**config.mk**
```make
export PLATFORM = sky130hd
export DESIGN_NAME = compteur_param_init
export DESIGN_NICKNAME = d
export VERILOG_FILES = /design/src/rtl/ascon_pack.sv /design/src/rtl/compteur_param_init.sv
export SDC_FILE = /design/constraint.sdc
export NUM_CORES = 1
export LEC_CHECK = 0
export ABC_CLOCK_PERIOD_IN_PS = 4000
export CORE_AREA = 2 2 39 41
export CTS_BUF_LIST = sky130_fd_sc_hd__clkbuf_16
export DETAILED_ROUTE_END_ITERATION = 16
export DIE_AREA = 0 0 41 43
export GPL_TIMING_DRIVEN = 1
export PLACE_DENSITY = 0.74
export SLEW_MARGIN = 20
export SYNTH_ARGS = -nofsm -noshare
export SYNTH_HDL_FRONTEND = slang
export SYNTH_SLANG_ARGS = --single-unit
```
**constraint.sdc**
```tcl
create_clock -name clock_i -period 4 [get_ports clock_i]
set_input_delay 0.8 -clock clock_i [delete_from_list [all_inputs] [get_ports clock_i]]
set_output_delay 0.8 -clock clock_i [all_outputs]
set_load 0.02 [all_outputs]
```
**src/rtl/ascon_pack.sv**
```systemverilog
// ascon_pack: shared types and round constants for the ASCON control path.
`default_nettype none

package ascon_pack;

  typedef enum logic {CPT_IDLE, CPT_RUN} cpt_state_t;

  localparam logic [3:0] ROUND_START_A = 4'd0;
  localparam logic [3:0] ROUND_START_B = 4'd6;
  localparam logic [3:0] ROUND_END     = 4'd11;

endpackage

`default_nettype wire

```
**src/rtl/compteur_param_init.sv**
```systemverilog
// compteur_param_init: parametric up/down counter with wrap/saturate, load and a start/run/done sequencer.
`default_nettype none

module compteur_param_init
  import ascon_pack::*;
#(
  parameter int WIDTH     = 4,
  parameter int INIT_VAL  = 0,
  parameter int MODE_WRAP = 1
) (
  input  logic             clock_i,
  input  logic             resetb_i,
  input  logic             en_i,
  input  logic             init_a_i,
  input  logic             load_i,
  input  logic [WIDTH-1:0] load_val_i,
  input  logic             up_i,
  input  logic             start_i,
  input  logic [WIDTH-1:0] end_val_i,
  output logic [WIDTH-1:0] data_o,
  output logic             tc_o,
  output logic             busy_o,
  output logic             done_o
);

  localparam logic [WIDTH-1:0] INIT_V = WIDTH'(INIT_VAL);

  cpt_state_t       state, state_nxt;
  logic [WIDTH-1:0] cpt, cpt_nxt;
  logic             done, done_nxt;

  function automatic logic [WIDTH-1:0] step(input logic [WIDTH-1:0] v, input logic up);
    logic [WIDTH-1:0] r;
    r = v;
    if (up) begin
      if (v == {WIDTH{1'b1}}) r = (MODE_WRAP != 0) ? '0 : v;
      else                    r = v + WIDTH'(1);
    end else begin
      if (v == '0) r = (MODE_WRAP != 0) ? {WIDTH{1'b1}} : v;
      else         r = v - WIDTH'(1);
    end
    return r;
  endfunction

  always_ff @(posedge clock_i or negedge resetb_i) begin
    if (!resetb_i) begin
      state <= CPT_IDLE;
      cpt   <= INIT_V;
      done  <= 1'b0;
    end else begin
      state <= state_nxt;
      cpt   <= cpt_nxt;
      done  <= done_nxt;
    end
  end

  // Legacy init outranks everything so an in-flight run can always be aborted.
  always_comb begin
    state_nxt = state;
    cpt_nxt   = cpt;
    done_nxt  = 1'b0;
    if (en_i && init_a_i) begin
      cpt_nxt   = INIT_V;
      state_nxt = CPT_IDLE;
    end else if (state == CPT_IDLE && start_i) begin
      cpt_nxt   = load_val_i;
      state_nxt = CPT_RUN;
    end else if (state == CPT_IDLE && load_i) begin
      cpt_nxt   = load_val_i;
    end else if (state == CPT_RUN && en_i && cpt == end_val_i) begin
      state_nxt = CPT_IDLE;
      done_nxt  = 1'b1;
    end else if (en_i) begin
      cpt_nxt   = step(cpt, up_i);
    end
  end

  assign data_o = cpt;
  assign busy_o = (state == CPT_RUN);
  assign done_o = done;
  assign tc_o   = busy_o & (cpt == end_val_i);

endmodule

`default_nettype wire
```
# After elaboration in Yosys (flattened, before gate mapping)
# Index checks and enable logic that the tools add are counted.
# W data, S select, Z words.
[totals]
word_cells = 37
reg_bits = 6
input_bits = 15
[op_classes]
bitwise = 2
mux = 16
n_addsub = 2
eq_ne = 4
reduce_logical = 10
[ops]
columns = ["op", "n"]
rows = [
  ["$mux W4", 8],
  ["$mux W1", 8],
  ["$logic_and A1 B1 Y1", 5],
  ["$add A4 B1 Y4 const B", 1],
  ["$eq A4 B4 Y1", 1],
  ["$eq A4 B4 Y1 const B", 1],
  ["$logic_not A4 Y1", 1],
  ["$ne A4 B4 Y1 const B", 1],
  ["$reduce_and A2 Y1", 2],
  ["$reduce_bool A4 Y1", 1],
  ["$sub A4 B1 Y4 const B", 1],
  ["$ne A3 B3 Y1 const B", 1],
  ["$reduce_bool A3 Y1", 1],
  ["$and A1 B1 Y1", 1],
  ["$not A1 Y1", 1],
]

# Logic depth before layout (Yosys ltp)
# Gate-level depths: netlist of run 1.
[depth]
word_depth = 8
mapped_depth = 7
depth_no_buf = 6

# Worst setup path after synthesis of run 1
# No wires, ideal clock.
[synth_path]
path_type = "in2out"
startpoint = "input end_val_i[1]"
endpoint = "output tc_o"
n_path_buf = 0
cell_stages = 3
required_time_ps = 3200
t_arrival_ps = 1406
slack_ps = 1794
path_cell_list = "xnor2_1 > nand3_2 > nor2_1"
[synth_via]
elab_chain_cells = 2
[synth_rtl]
columns = ["item", "line", "rtl"]
rows = [
  ["start, declared", "compteur_param_init.sv:19", "input logic [WIDTH-1:0] end_val_i,"],
  ["$eq A4 B4 Y1", "compteur_param_init.sv:81", "assign tc_o = busy_o & (cpt == end_val_i);"],
  ["$and A1 B1 Y1", "compteur_param_init.sv:81", ""],
  ["end, declared", "compteur_param_init.sv:21", "output logic tc_o,"],
]
# Every way passes these cells.

# Worst setup path after layout of run 1
[layout_path]
startpoint = "input end_val_i[3]"
endpoint = "output tc_o"
# Same word-level chain as after synthesis.

==> metrics, run 1 <==
pin count of the biggest net entering global routing 10; WP data arrival 2.30 ns; # setup viols final 0; EDFF count, synth 0; CTS sink count 6; Worst EP required 3.20 ns; Reg2Reg Capture Point data_o[3]$_DFFE_PN0P_; post-synthesis cell type count 30; post-route minimum period 3.10 ns; CTS root buffer clkbuf_16; status finished clean; worst skew pair latency 0.23 ns; die span in y 43 um; CP most frequent cell clkdlybuf4s50_1; Synthesized Nets 75; Antenna diodes 0; Yosys top cell area share 27.0%; core area 0.00138 mm^2; hold crit path type flop to flop; slew of the pin with the lowest slew margin 0.371 ns; area of the mapped netlist 556 um^2; kind of critical path primary input to output pin; worst hold path stage count 2; Post-CTS Resized 0; design area 842 um^2; vias per cell 5.45; CTS H-tree lvls 1; most common cell in the netlist dfrtp_1; grt ovf 0; first-pass GRT wire length 2270 um; placed cell area 767 um^2; Final GP Congestion 0.855; number of global-route vias before repair 544; CTS tree built; Die X 41 um; PD cells 645 mW/mm^2; VDD IR max 0.257 mV; Max FO, Critical Path 5; initial antenna violation count 0; Num CTS Buffers 3; Setup Skew 0.000971 ns; Hold WS 0.686 ns; sequential-to-total area share from yosys stat 27.0%; CP max-delay cell clkdlybuf4s50_1; Setup crit end kind output pin; RSZ-0062 raised after global routing false; die area 0.00176 mm^2; final setup TNS 0 ns; min-delay src busy_o$_DFFE_PN0P_; Initial Util 40.1%; antenna viol nets, final 0; Final #Nets 99; fin. max-slew vios 0; Avg Inst Size Synth 9.58 um^2; row cnt 14; Post-synth ARST share 100%; Final Total Pwr 0.000544 W; worst-path cell chain clkdlybuf4s50_1, xnor2_1, nand3_2, nor2_1, clkdlybuf4s50_1; flops & latches, synth 6; synth cell count leaders dfrtp_1, a21oi_1, inv_1, o21bai_1; Post-Syn Instances 58; max incr delay on CP 0.60 ns; Syn. warnings 0; Leakage 0.341 nW; initial DRC count 8; CTS max path bufs 2; share of layout cells above drive strength 1 15.0%; setup bufs post-CTS 0; fillers 126; CP startpoint kind primary input; Residual DRC 0; DRT Pass-1 Iters 4; clk slew on worst S/H paths 0.03 ns; max_cap viols 0; wire per inst 14.5 um; r2r setup slk 2.26 ns; port bufs 21; Hold EP busy_o$_DFFE_PN0P_; Synth area leaders dfrtp_1, xnor2_2, o21bai_1; DP HPWL 1040 um; Final Cycle Share 77.5%; RR Startpoint data_o[0]$_DFFE_PN0P_; largest area contributor in the netlist dfrtp_1; io pins 22; Slew HR 75.3%; ys flop type dfrtp_1; total length of routed wires 1390 um; All-Layer GR Usage 18.8%; Fmax 322 MHz; Syn-to-layout area delta 51.6%; # hold bufs at CTS 0; reg2reg path depth 6; total number of vias 523; final hold vios 0
## state kept, by name, indices dropped and copies added (netlist names)
register and count:
data_o 4, done_o 1, busy_o 1
## layer usage
layer | global-route usage [%] | vias to the layer above | routed length (um)
li1 | - | 261 | -
met1 | 22.9 | 250 | 563
met2 | 32.2 | 12 | 777
met3 | 0.524 | 0 | 47
met4 | 8.00 | 0 | 0
met5 | 0 | - | 0
## worst max-delay path, delay by kind of cell
family	cells	cell delay [ns]
buffers and inverters	2	1.07
xor gates and xnor gates	1	0.14
and+or+nand+nor	2	0.29
## logic make-up (layout without fill, tap and decap cells)
kind of cell | Yosys count | count (layout) | share of synthesized area, %
simple gates | 16 | 16 | 17.3
xor+xnor | 5 | 5 | 10.6
flops | 6 | 6 | 27.0
mux | 4 | 4 | 8.33
buf+inv | 6 | 28 | 6.08
fa+ha+maj | 2 | 2 | 4.50
compound gates | 19 | 19 | 26.1
## placed cells by master, fill, tap and decap left out, drive strengths merged
cell / count
o311a: 1
nor4: 1
o32ai: 2
a31o: 1
dfrtp: 6
o211ai: 1
clkdlybuf4s50: 21
inv: 4
xnor2: 5
clkbuf: 3
o21bai: 4
nor3b: 2
o22a: 1
a21oi: 5
nand2b: 1
nand2: 3
nand4b: 1
o21ba: 1
mux2i: 2
nand3: 2
o311ai: 1
nor2: 3
nor3: 2
ha: 2
and2: 1
mux2: 2
o21ai: 2
## metrics by stage
| stage | utilization [%] | cells | setup slack [ns] |
|---|---|---|---|
| floorplan | - | 58 | 1.79 |
| global placement | 55.4 | 93 | 0.907 |
| detailed placement | 55.4 | 93 | 0.869 |
| CTS | 60.8 | 96 | 0.872 |
| global route | 60.8 | 96 | 0.735 |
| finish | 60.8 | 96 | 0.899 |
## final cells by class
cell class              instances  area (um^2)  area share, %
inverters                       4         15.0           1.78
well taps                      16         20.0           2.38
multi-input cells              46          372           44.1
repair buffers                 21          210           25.0
clock buffers                   3         75.1           8.92
flip-flops and latches          6          150           17.8
## power breakdown
group | switching [W] | internal, W
clock | 0.0000315 | 0.000128
sequential | 0.0000520 | 0.0000795
combinational | 0.000116 | 0.000137
## worst max-delay path by stage
| stage | startpoint | endpoint | slack [ns] | cells after the start |
|---|---|---|---|---|
| 5_1_grt | end_val_i[3] | tc_o | 0.73 | 5 |
| 3_5_place_dp | end_val_i[3] | tc_o | 0.87 | 5 |
| 6_report | end_val_i[3] | tc_o | 0.90 | 5 |
| 3_3_place_gp | end_val_i[3] | tc_o | 0.91 | 5 |
| 4_1_cts | end_val_i[3] | tc_o | 0.87 | 5 |
| 2_1_floorplan | end_val_i[1] | tc_o | 1.79 | 3 |
(Power assumes the default switching activity.)
==> inputs of run 2 (changes only) <==
Settings changed: ABC_CLOCK_PERIOD_IN_PS 4000 to 3190, CORE_AREA 2 2 39 41 to unset, CORE_UTILIZATION set to 41, DIE_AREA 0 0 41 43 to unset, PLACE_DENSITY 0.74 to 0.73.
Clock period 4 ns to 3.19 ns, I/O delays scaled along.
==> run 2 against run 1 <==
Net effect:
- power up 26%
- first-iteration DRC count increased by 88%
- sequential share of layout area grew 0.053 points
- routed wire length is 6.9% lower
- non-clock buffer count is the same
- critical endpoint unchanged
- largest cell class unchanged
- highest routed layer is now met4
==> metrics, run 2 (same netlist as run 1, synthesis figures left out) <==
crit path launch end_val_i[2]; hold crit path type primary input to async pin; # hold bufs at CTS 0 (unchanged); Final #Nets 99 (unchanged); total length of routed wires 1290 um (-6.9%); initial antenna violation count 0 (unchanged); status finished clean; row cnt 12 (-2); RR Startpoint data_o[0]$_DFFE_PN0P_; CTS tree built; Largest register FFs 4 (unchanged); die span in y 38.8 um (-9.7%); RSZ-0062 raised after global routing false; most frequent cells in the layout clkdlybuf4s50_1, dfrtp_1, a21oi_1; slew of the pin with the lowest slew margin 0.368 ns (-0.00289 ns); Die X 38.8 um (-5.3%); Max FO, Critical Path 5 (unchanged); kind of critical path primary input to output pin; reg2reg path depth 6 (unchanged); CTS max path bufs 2 (unchanged); CP startpoint kind primary input; CTS root buffer clkbuf_16; Slew HR 75.5% (+0.19 points); Initial Util 46.8% (+6.7 points); VDD IR max 0.373 mV (+45%); number of global-route vias before repair 494 (-9.2%); final setup TNS 0 ns (unchanged); antenna viol nets, final 0 (unchanged); initial DRC count 15 (+7); Leakage 0.341 nW (unchanged); CTS H-tree lvls 1 (unchanged); Setup Skew 0.00109 ns (+0.000115 ns); Fmax 360 MHz; die area 0.00151 mm^2 (-15%); grt ovf 0 (unchanged); r2r setup slk 1.42 ns (-0.84 ns); Residual DRC 0 (unchanged); Syn-to-layout area delta 51.1%; PD cells 814 mW/mm^2 (+26%); share of layout cells above drive strength 1 15.0% (unchanged); final hold vios 0 (unchanged); pin count of the biggest net entering global routing 10 (unchanged); Final Cycle Share 87.2%; max_cap viols 0 (unchanged); worst skew pair latency 0.23 ns (about the same); fillers 90 (-29%); DRT Pass-1 Iters 4 (unchanged); design area 840 um^2 (-0.30%); post-route minimum period 2.78 ns; wire per inst 13.8 um (-4.9%); # setup viols final 0 (unchanged); WP data arrival 2.14 ns (-0.16 ns); fin. max-slew vios 0 (unchanged); Multi-input gate area 372 um^2 (unchanged); core area 0.00119 mm^2 (-14%); CTS sink count 6 (unchanged); placed cell area 764 um^2 (-0.33%); vias per cell 5.65 (+3.7%); Setup crit end kind output pin; clk slew on worst S/H paths 0.03 ns (about the same); Post-CTS Resized 0 (unchanged); first-pass GRT wire length 2050 um (-9.7%); total number of vias 531 (+1.5%); port bufs 21 (unchanged); register area 150 um^2 (unchanged); All-Layer GR Usage 20.5% (+1.8 points); io pins 22 (unchanged); Final GP Congestion 0.796 (-6.9%); setup bufs post-CTS 0 (unchanged); Worst EP required 2.55 ns (-0.65 ns); most common cell after layout, fill and taps aside clkdlybuf4s50_1; Antenna diodes 0 (unchanged); Num CTS Buffers 3 (unchanged); Reg2Reg Capture Point data_o[2]$_DFFE_PN0P_
run 2: cell counts in the layout (fill, tap and decap cells not counted):
Identical to the previous run, type by type.
run 2: how the worst max path moves through the flow:
stage	endpoint	depth (start not counted)
final	tc_o	5
after global routing	tc_o	5
after CTS	tc_o	5
after detailed placement	tc_o	5
after global placement	tc_o	5
after floorplan	tc_o	3
run 2: stage by stage:
step / power, W / hold slack (ns) / utilization, % / instances / setup WS, ns
floorplan: 0.000384 / 0.342 / - / 58 / 1.31
global placement: 0.000472 / 0.633 / 64.5 / 91 / 0.394
detailed placement: 0.000481 / 0.658 / 64.5 / 91 / 0.400
CTS: 0.000686 / 0.659 / 70.8 / 94 / 0.392
global route: 0.000730 / 0.675 / 70.8 / 94 / 0.319
finish: 0.000684 / 0.652 / 70.8 / 94 / 0.410
run 2: metal layers:
metal,up-vias,wire length (um),global-route usage (%)
met3,2,67,2.31
met1,249,548,23.9
met4,0,14,10.3
met5,-,0,0
met2,20,662,36.3
li1,260,-,-
run 2: critical path: stages:
cell,delay [ns]
clkdlybuf4s50_1,0.50
xnor2_2,0.13
nand3_2,0.15
nor2_1,0.13
clkdlybuf4s50_1,0.60
run 2: area by class of cell:
cell class              instances  area share [%]
repair buffers                 21            25.0
clock buffers                   3            8.94
well taps                      14            2.09
flip-flops and latches          6            17.9
inverters                       4            1.79
multi-input cells              46            44.3
run 2: power by group:
| group | leakage (nW) | switching [W] | internal [W] |
|---|---|---|---|
| logic | 0.230 | 0.000147 | 0.000172 |
| clock network | 0.0370 | 0.0000415 | 0.000161 |
| registers | 0.0735 | 0.0000625 | 0.0000997 |
| total | 0.341 | 0.000251 | 0.000432 |
